[src/rtl/pingpong_ram_if.sv]
// Ping-pong RAM controller bus: stream in, two-bank RAM port, stream out.
// master = controller side, slave = source/sink/RAM side.
interface pingpong_ram_if #(
  parameter int DATA_W = 10,
  parameter int AW     = 10
);
  logic [DATA_W-1:0] s_data;
  logic              s_tvalid;
  logic              s_tready;
  logic              ram0_we;
  logic              ram1_we;
  logic [AW-1:0]     ram_waddr;
  logic [DATA_W-1:0] ram_wdata;
  logic [AW-1:0]     ram_raddr;
  logic [DATA_W-1:0] ram0_rdata;
  logic [DATA_W-1:0] ram1_rdata;
  logic [DATA_W-1:0] m_data;
  logic              m_tvalid;
  logic              m_tlast;
  logic              ovf;

  modport master (
    input  s_data,
    input  s_tvalid,
    output s_tready,
    output ram0_we,
    output ram1_we,
    output ram_waddr,
    output ram_wdata,
    output ram_raddr,
    input  ram0_rdata,
    input  ram1_rdata,
    output m_data,
    output m_tvalid,
    output m_tlast,
    output ovf
  );

  modport slave (
    output s_data,
    output s_tvalid,
    input  s_tready,
    input  ram0_we,
    input  ram1_we,
    input  ram_waddr,
    input  ram_wdata,
    input  ram_raddr,
    output ram0_rdata,
    output ram1_rdata,
    input  m_data,
    input  m_tvalid,
    input  m_tlast,
    input  ovf
  );
endinterface

[src/rtl/pingpong_ram_ctrl.sv]
// Ping-pong buffer controller: fills one RAM bank from a stream while
// the other, already full bank is read out in order.
module pingpong_ram_ctrl #(
  parameter int DATA_W = 10,
  parameter int AW     = 10
) (
  input  logic          sclk,
  input  logic          rst_n,
  pingpong_ram_if.master bus
);

  localparam logic [AW-1:0] LAST = '1;

  typedef enum logic {
    IDLE,
    READ
  } rd_state_t;

  rd_state_t st_q, st_d;

  logic              wr_bank_q;
  logic [AW-1:0]     wr_cnt_q;
  logic              rd_bank_q, rd_bank_d;
  logic [AW-1:0]     rd_cnt_q, rd_cnt_d;
  logic [1:0]        full_q, full_d;

  logic              s_tready;
  logic              xfer;
  logic              wr_done;
  logic              rd_en;
  logic              rd_done;

  logic              we0_q, we1_q;
  logic [AW-1:0]     waddr_q;
  logic [DATA_W-1:0] wdata_q;
  logic              ovf_q;

  logic              rd_vld_q;
  logic              rd_sel_q;
  logic              rd_last_q;

  assign s_tready = !full_q[wr_bank_q];
  assign xfer     = bus.s_tvalid && s_tready;
  assign wr_done  = xfer && (wr_cnt_q == LAST);

  // Write side
  always_ff @(posedge sclk or negedge rst_n) begin
    if (!rst_n) begin
      wr_bank_q <= 1'b0;
      wr_cnt_q  <= '0;
      we0_q     <= 1'b0;
      we1_q     <= 1'b0;
      waddr_q   <= '0;
      wdata_q   <= '0;
      ovf_q     <= 1'b0;
    end else begin
      we0_q <= xfer && !wr_bank_q;
      we1_q <= xfer && wr_bank_q;
      ovf_q <= bus.s_tvalid && !s_tready;
      if (xfer) begin
        waddr_q  <= wr_cnt_q;
        wdata_q  <= bus.s_data;
        wr_cnt_q <= wr_cnt_q + 1'b1;
        if (wr_done)
          wr_bank_q <= !wr_bank_q;
      end
    end
  end

  // Read FSM
  always_comb begin
    st_d      = st_q;
    rd_cnt_d  = rd_cnt_q;
    rd_bank_d = rd_bank_q;
    rd_en     = 1'b0;
    rd_done   = 1'b0;
    unique case (st_q)
      IDLE: begin
        if (full_q[rd_bank_q]) begin
          st_d     = READ;
          rd_cnt_d = '0;
        end
      end
      READ: begin
        rd_en    = 1'b1;
        rd_cnt_d = rd_cnt_q + 1'b1;
        if (rd_cnt_q == LAST) begin
          rd_done   = 1'b1;
          rd_bank_d = !rd_bank_q;
          st_d      = IDLE;
        end
      end
      default: st_d = IDLE;
    endcase
  end

  // Fill and drain of different banks may land in the same cycle
  always_comb begin
    full_d = full_q;
    if (wr_done)
      full_d[wr_bank_q] = 1'b1;
    if (rd_done)
      full_d[rd_bank_q] = 1'b0;
  end

  always_ff @(posedge sclk or negedge rst_n) begin
    if (!rst_n) begin
      st_q      <= IDLE;
      rd_bank_q <= 1'b0;
      rd_cnt_q  <= '0;
      full_q    <= 2'b00;
      rd_vld_q  <= 1'b0;
      rd_sel_q  <= 1'b0;
      rd_last_q <= 1'b0;
    end else begin
      st_q      <= st_d;
      rd_bank_q <= rd_bank_d;
      rd_cnt_q  <= rd_cnt_d;
      full_q    <= full_d;
      rd_vld_q  <= rd_en;
      rd_sel_q  <= rd_bank_q;
      rd_last_q <= rd_en && (rd_cnt_q == LAST);
    end
  end

  assign bus.s_tready  = s_tready;
  assign bus.ram0_we   = we0_q;
  assign bus.ram1_we   = we1_q;
  assign bus.ram_waddr = waddr_q;
  assign bus.ram_wdata = wdata_q;
  assign bus.ram_raddr = rd_cnt_q;
  assign bus.ovf       = ovf_q;
  assign bus.m_tvalid  = rd_vld_q;
  assign bus.m_tlast   = rd_last_q;
  assign bus.m_data    = !rd_vld_q ? '0
                       : rd_sel_q  ? bus.ram1_rdata
                       :             bus.ram0_rdata;

endmodule

[src/flat_wrapper.sv]
// flat-port wrapper written by rule: the top's interface ports become plain ports
module pingpong_ram_ctrl_flat 
#(
  parameter int DATA_W = 10,
  parameter int AW     = 10
)
  (sclk, rst_n, bus_s_data, bus_s_tvalid, bus_s_tready, bus_ram0_we, bus_ram1_we, bus_ram_waddr, bus_ram_wdata, bus_ram_raddr, bus_ram0_rdata, bus_ram1_rdata, bus_m_data, bus_m_tvalid, bus_m_tlast, bus_ovf);
  pingpong_ram_if #(.DATA_W(DATA_W), .AW(AW)) bus_i ();
  input  logic sclk;
  input  logic rst_n;
  input wire logic [$bits(bus_i.s_data)-1:0] bus_s_data;
  input wire logic [$bits(bus_i.s_tvalid)-1:0] bus_s_tvalid;
  output wire logic [$bits(bus_i.s_tready)-1:0] bus_s_tready;
  output wire logic [$bits(bus_i.ram0_we)-1:0] bus_ram0_we;
  output wire logic [$bits(bus_i.ram1_we)-1:0] bus_ram1_we;
  output wire logic [$bits(bus_i.ram_waddr)-1:0] bus_ram_waddr;
  output wire logic [$bits(bus_i.ram_wdata)-1:0] bus_ram_wdata;
  output wire logic [$bits(bus_i.ram_raddr)-1:0] bus_ram_raddr;
  input wire logic [$bits(bus_i.ram0_rdata)-1:0] bus_ram0_rdata;
  input wire logic [$bits(bus_i.ram1_rdata)-1:0] bus_ram1_rdata;
  output wire logic [$bits(bus_i.m_data)-1:0] bus_m_data;
  output wire logic [$bits(bus_i.m_tvalid)-1:0] bus_m_tvalid;
  output wire logic [$bits(bus_i.m_tlast)-1:0] bus_m_tlast;
  output wire logic [$bits(bus_i.ovf)-1:0] bus_ovf;
  assign bus_i.s_data = bus_s_data;
  assign bus_i.s_tvalid = bus_s_tvalid;
  assign bus_s_tready = bus_i.s_tready;
  assign bus_ram0_we = bus_i.ram0_we;
  assign bus_ram1_we = bus_i.ram1_we;
  assign bus_ram_waddr = bus_i.ram_waddr;
  assign bus_ram_wdata = bus_i.ram_wdata;
  assign bus_ram_raddr = bus_i.ram_raddr;
  assign bus_i.ram0_rdata = bus_ram0_rdata;
  assign bus_i.ram1_rdata = bus_ram1_rdata;
  assign bus_m_data = bus_i.m_data;
  assign bus_m_tvalid = bus_i.m_tvalid;
  assign bus_m_tlast = bus_i.m_tlast;
  assign bus_ovf = bus_i.ovf;
  pingpong_ram_ctrl #(.DATA_W(DATA_W), .AW(AW)) u_core (.sclk(sclk), .rst_n(rst_n), .bus(bus_i));
endmodule
[config.mk]
export PLATFORM = sky130hd
export DESIGN_NAME = pingpong_ram_ctrl_flat
export DESIGN_NICKNAME = d
export VERILOG_FILES = /design/src/rtl/pingpong_ram_if.sv /design/src/rtl/pingpong_ram_ctrl.sv /design/src/flat_wrapper.sv
export SDC_FILE = /design/constraint.sdc
export NUM_CORES = 1
export LEC_CHECK = 0
export ABC_CLOCK_PERIOD_IN_PS = 1750
export CAP_MARGIN = 20
export CORE_MARGIN = 5
export CORE_UTILIZATION = 46
export DETAILED_ROUTE_END_ITERATION = 8
export PLACE_DENSITY = 0.8
export SYNTH_ARGS = -nofsm -noshare
export SYNTH_HDL_FRONTEND = slang
export SYNTH_SLANG_ARGS = --single-unit
export TNS_END_PERCENT = 20
[constraint.sdc]
create_clock -name sclk -period 1.75 [get_ports sclk]
set_input_delay 0.4375 -clock sclk [delete_from_list [all_inputs] [get_ports sclk]]
set_output_delay 0.4375 -clock sclk [all_outputs]
set_load 0.02 [all_outputs]
==> results of run 1 <==
registers in the layout, summed over array words and instances (netlist names), 2 cells and up:
| signal | count |
|---|---|
| u_core.bus.ram_raddr | 10 |
| u_core.bus.ram_waddr | 10 |
| u_core.bus.ram_wdata | 10 |
| u_core.full_q | 2 |
| u_core.wr_cnt_q | 10 |
power breakdown:
group	internal, mW	switching [mW]
clock	0.463	0.374
sequential	1.35	0.144
combinational	0.449	0.306
total	2.26	0.823
routing by layer:
| layer | wire length (um) | vias to the layer above |
|---|---|---|
| met3 | 502 | 5 |
| met5 | 0 | - |
| li1 | - | 837 |
| met2 | 2400 | 68 |
| met1 | 2130 | 852 |
| met4 | 80 | 0 |
final timing paths:
kind                                  startpoint                      end  slack, ns  depth (start not counted)
worst max-delay path            u_core.wr_bank_q             bus_s_tready       0.06                          3
worst max register to register  u_core.wr_bank_q  u_core.bus.ram_waddr[9]       0.17                          6
worst min-delay path                       rst_n  u_core.bus.ram_wdata[0]       0.10                          2
worst min register to register  u_core.rd_bank_q          u_core.rd_sel_q       0.47                          0
max in group asynchronous                  rst_n  u_core.bus.ram_raddr[5]       1.41                          2
min in group sclk               u_core.rd_bank_q          u_core.rd_sel_q       0.47                          0
worst max-delay path, cell delays in order (launching register included):
cell and delay, ns:
dfrtp_1 0.41, mux2_4 0.34, inv_4 0.06, buf_2 0.15
per-stage QoR:
step	total power, mW	std cells
6_report	3.09	350
5_1_grt	3.26	350
4_1_cts	3.14	350
3_5_place_dp	2.30	342
3_3_place_gp	2.28	342
2_1_floorplan	1.92	186
cells in the mapped netlist (2+ instances only):
master	count
o21ai_0	8
and4_1	2
mux2_4	20
nand3_1	11
mux2_2	2
xor2_1	3
buf_2	2
and3_1	4
or3_1	2
a21oi_1	4
nor2b_1	10
ha_1	2
xnor2_1	9
nor2_1	4
inv_1	3
buf_12	2
nand2_1	15
mux2i_1	14
clkbuf_1	2
nand4_1	4
a41oi_1	2
dfrtp_1	51
area by class of cell:
| class | instances | area [um2] |
|---|---|---|
| clock buffer | 6 | 82.6 |
| clock inverter | 2 | 35.0 |
| fill | 397 | 1630 |
| inverter | 4 | 17.5 |
| multi-input combinational | 125 | 1020 |
| sequential | 51 | 1280 |
| tap | 70 | 87.6 |
| timing repair buffer | 92 | 920 |
logic make-up after synthesis:
group | share of synthesized area, %
buffers and inverters | 3.16
muxes | 19.5
and+or+nand+nor | 13.9
AOI/OAI and AO/OA | 4.22
adders and majority gates | 1.05
xor gates and xnor gates | 4.43
DFF | 53.8
==> out/metrics.cfg, run 1 <==
[critical_path]
cp.arrival_ns=1.25
worstPathRequired_ns=1.31
crit_path_end_kind=output port
startpoint_type=flop
critical_path_peak_fanout=2
crit_type=flop to output port

[floorplanning]
fp-row-count=26
die_h_um=81.8
die_x_um=81.8
dieArea_um2=6700
io_pins=79
start_util_pct=46.8
core-area_um2=5070

[flow_run]
maxCapViolCount=0

[clock_network]
postCtsSetupBuffers=0
hold_buffers=0
cts_max_level=2
insertion_delay_ns=0.30
root_buffer=clkbuf_8
clock_sinks=51
cts_buffers=5
cts_tree=done
cts_resized=53
path_clk_slew_ns=0.09
clockBufferDepth=2

[logic_synthesis]
yosys.area.top_type_share_pct=53.8
synth_top_area_cell=dfrtp_1
synth-main-ff-cell=dfrtp_1
synth-seq-area-share_pct=53.8
synth_cell_types=32
async_flop_share_pct=100
postSynthCellCount=186
ys_seq_elements=51
syn_nets=221
synth_edf_count=0
synth_area_leaders=dfrtp_1, mux2_4, mux2i_1
avgSynthCellArea_um2=12.8
synth_area_um2=2370
yosysWarnings=0

[detailed_routing]
post_drt_wl_per_cell_um=14.6
first_iter_violations=88
drc=0
wl_um=5110
num_vias=1762
viasPerCell=5.03
firstDrtPassIters=4
antenna_left=0

[layout]
final_util_pct=67.8
area_growth_pct=45.0
layout.nets=314
design_area_um2=3440
antennaDiodeCount=0
drive_gt1_share_pct=21.8
final_common_cell=dfrtp_1
layout_common_cells=dfrtp_1, clkdlybuf4s50_1, mux2_4, dlymetal6s2s_1, nand2_1

[placed_design]
hpwl_um=3770
placed_cell_area_um2=3330
pre_cts_ws_ns=-0.423
io_buffers=78
gp_congestion=0.809

[sta]
min_period_over_period_pct=96.6
tns_ns=0
rsz0062_at_grt=yes
hold_viol=0
setup_violations=0
finalWorstSetupSlack_ns=0.0592
drv_slew=0
tightest_slew_ns=0.315
fin_crit_ns=1.69
hold_slack_ns=0.101
timing.fmax_ghz=0.591
finClkSkew_ns=0.0112
relSlewSlack_pct=78.7

[power_and_ir_drop]
p_leak_nw=1.82
p_per_area_nw_per_um2=897
peakVddDrop_v=0.000836

[global_routing]
met3_usage_pct=5.37
grt_pass1_vias=1799
grt_max_degree=52
overflow=0
antenna_found_initial=0
grt_pass1_wl_um=8360
top_usage_layer=met2
grt_use_met1_pct=20.6
grtUsageMet2_pct=26.4
grt_usage_pct=16.4

[worst_hold_path]
min_path_type=input port to asynchronous set/reset pin

[outcome]
status=finished, final reports clean

Note: power is estimated with default switching activity, not from simulation.
==> inputs of run 2 (changes only) <==
--- a/config.mk
+++ b/config.mk
@@ -6,7 +6,7 @@
 export NUM_CORES = 1
 export LEC_CHECK = 0
 export ABC_CLOCK_PERIOD_IN_PS = 1750
-export CAP_MARGIN = 20
+export CAP_MARGIN = 10
 export CORE_MARGIN = 5
 export CORE_UTILIZATION = 46
 export DETAILED_ROUTE_END_ITERATION = 8
==> results of run 2 <==
Final layout, timing and power as in run 1 (identical DEF).
==> inputs of run 3 (changes only) <==
--- a/config.mk
+++ b/config.mk
@@ -8,9 +8,9 @@
 export ABC_CLOCK_PERIOD_IN_PS = 1750
 export CAP_MARGIN = 10
 export CORE_MARGIN = 5
-export CORE_UTILIZATION = 46
+export CORE_UTILIZATION = 49
 export DETAILED_ROUTE_END_ITERATION = 8
-export PLACE_DENSITY = 0.8
+export DONT_BUFFER_PORTS = 1
 export SYNTH_ARGS = -nofsm -noshare
 export SYNTH_HDL_FRONTEND = slang
 export SYNTH_SLANG_ARGS = --single-unit
==> run 3 against run 2 <==
Compared with the run above:
- sequential cell count unchanged
- critical path depth unchanged
- setup slack lost 0.022 ns
- die area decreased by 5.4%
- via count shrank 14%
- sequential share of layout area up 11 points
- critical path type unchanged
- critical endpoint is now bus_m_data[2]
- largest cell class unchanged
- highest routed layer unchanged
==> out/metrics.cfg, run 3 (synthesis results as in run 1) <==
[floorplanning]
die_x_um=79.6  ; -2.7%
fp-row-count=25  ; -3.8%
io_pins=79  ; unchanged
start_util_pct=50.3  ; +3.5 points
dieArea_um2=6340  ; -5.4%
die_h_um=79.6  ; -2.7%
core-area_um2=4720  ; -6.9%

[global_routing]
overflow=0  ; unchanged
grt_pass1_wl_um=7460  ; -11%
grt_usage_pct=15.1  ; -1.3 points
antenna_found_initial=0  ; unchanged
grt_max_degree=52  ; unchanged
grt_pass1_vias=1517  ; -16%

[sta]
timing.fmax_ghz=0.584  ; -1.3%
finalWorstSetupSlack_ns=0.0371  ; -0.0220 ns
rsz0062_at_grt=yes
fin_crit_ns=1.71  ; +0.0220 ns
finClkSkew_ns=0.00375  ; -0.00744 ns
tightest_slew_ns=0.402  ; +0.0869 ns
min_period_over_period_pct=97.9  ; +1.3 points
relSlewSlack_pct=73.2  ; -5.6 points
hold_viol=0  ; unchanged
hold_slack_ns=0.249  ; +0.148 ns
tns_ns=0  ; unchanged
setup_violations=0  ; unchanged
drv_slew=0  ; unchanged

[placed_design]
io_buffers=0  ; -100%
hpwl_um=3480  ; -7.6%
pre_cts_ws_ns=0.151  ; +0.574 ns
gp_congestion=0.809  ; about the same
placed_cell_area_um2=2560  ; -23%
dp.cells=268  ; -22%

[power_and_ir_drop]
p_total_mw=2.66  ; -14%
peakVddDrop_v=0.000833  ; -0.35%
p_per_area_nw_per_um2=990  ; +10%
p_leak_nw=1.26  ; -31%

[layout]
layout.nets=245  ; -22%
layout_common_cells=dfrtp_1, buf_4, mux2_4, nand2_1, mux2i_1
fillers=399  ; +0.50%
antennaDiodeCount=0  ; unchanged
area_growth_pct=13.1
final_util_pct=56.8  ; -11 points
final_common_cell=dfrtp_1
design_area_um2=2680  ; -22%
final_cell_count_no_fill=278  ; -21%
drive_gt1_share_pct=27.5  ; +5.7 points

[detailed_routing]
firstDrtPassIters=4  ; unchanged
viasPerCell=5.43  ; +7.8%
post_drt_wl_per_cell_um=16.6  ; +14%
num_vias=1509  ; -14%
drc=0  ; unchanged
antenna_left=0  ; unchanged
first_iter_violations=86  ; -2.3%
wl_um=4630  ; -9.5%

[clock_network]
cts_tree=done
path_clk_slew_ns=0.09  ; about the same
insertion_delay_ns=0.30  ; about the same
root_buffer=clkbuf_8
clock_sinks=51  ; unchanged
clockBufferDepth=2  ; unchanged
postCtsSetupBuffers=0  ; unchanged
cts_max_level=2  ; unchanged
cts_buffers=5  ; unchanged

[flow_run]
maxCapViolCount=0  ; unchanged

[critical_path]
crit_family=flip-flops
rr_worst_depth=4  ; -2
critical_path_peak_fanout=10  ; +8
reg2reg_slack_ns=0.16  ; about the same
slowest_delay_ns=0.53  ; +0.12 ns
crit_chain=mux2i_1, nor2b_1, buf_4
r2r_end=u_core.bus.ram_wdata[7]
rr_startpoint=u_core.full_q[0]
cp.arrival_ns=1.28  ; +0.03 ns
crit_path_end_kind=output port
crit_type=flop to output port
crit_buf_inv=1  ; -1
startpoint_type=flop
crit_slowest_cell=dfrtp_2
worstPathRequired_ns=1.31  ; about the same

[worst_hold_path]
hold_end=u_core.bus.ram1_we
hp-start=bus_s_tvalid
min_path_type=input port to flop
whs_path_depth=2

[outcome]
status=finished, final reports clean

## run 3: cell types whose count changed in the layout (fill, tap and decap cells not counted), moves of 4 or more
cell / before / now
buf_4: 13 / 21
dlymetal6s2s_1: 20 / 0
dlygate4sd2_1: 11 / 0
buf_12: 4 / 0
clkdlybuf4s50_1: 35 / 0
buf_2: 9 / 0
## run 3: final cells by class
| class | count | area, um2 | area share [%] |
|---|---|---|---|
| inverters | 4 | 17.5 | 0.653 |
| clock inverters | 3 | 18.8 | 0.699 |
| repair buffers | 23 | 195 | 7.27 |
| well taps | 67 | 83.8 | 3.12 |
| flip-flops and latches | 51 | 1280 | 47.6 |
| multi-input cells | 125 | 1020 | 38.1 |
| clock buffers | 5 | 68.8 | 2.56 |
## run 3: per-layer routing
metal | GRT usage, % | vias up | wire (um) | part of all wire (%)
li1 | - | 700 | - | -
met4 | 4.64 | 0 | 62 | 1.3
met3 | 5.87 | 8 | 433 | 9.4
met1 | 18.0 | 740 | 1900 | 41
met2 | 25.0 | 61 | 2230 | 48
met5 | 0 | - | 0 | 0
## run 3: worst max path at each step
stage	cells after the start	end	startpoint
floorplan	5	u_core.bus.ram_waddr[0]	u_core.wr_bank_q
global placement	4	u_core.bus.ram_wdata[0]	u_core.wr_bank_q
detailed placement	4	u_core.bus.ram_wdata[8]	u_core.full_q[0]
CTS	3	bus_m_data[2]	u_core.rd_sel_q
global route	3	bus_m_data[0]	u_core.rd_sel_q
finish	3	bus_m_data[2]	u_core.rd_sel_q
## run 3: worst register-to-register path, stage by stage, from the launching register on
cell     delay (ns)
dfrtp_1        0.42
mux2_4         0.32
inv_4          0.11
nand2_4        0.24
mux2_4         0.38
## run 3: power breakdown
group | switching [mW] | leakage (nW) | internal, mW | total, mW
Combinational | 0.119 | 0.545 | 0.233 | 0.352
Sequential | 0.290 | 0.662 | 1.35 | 1.64
Clock | 0.380 | 0.0483 | 0.282 | 0.662
## run 3: what timing repair did
item,4_1_cts,5_1_grt
resized for setup,1,0
endpoints found under the hold margin,51,0
hold buffers,2,0
setup endpoints to repair,10,10
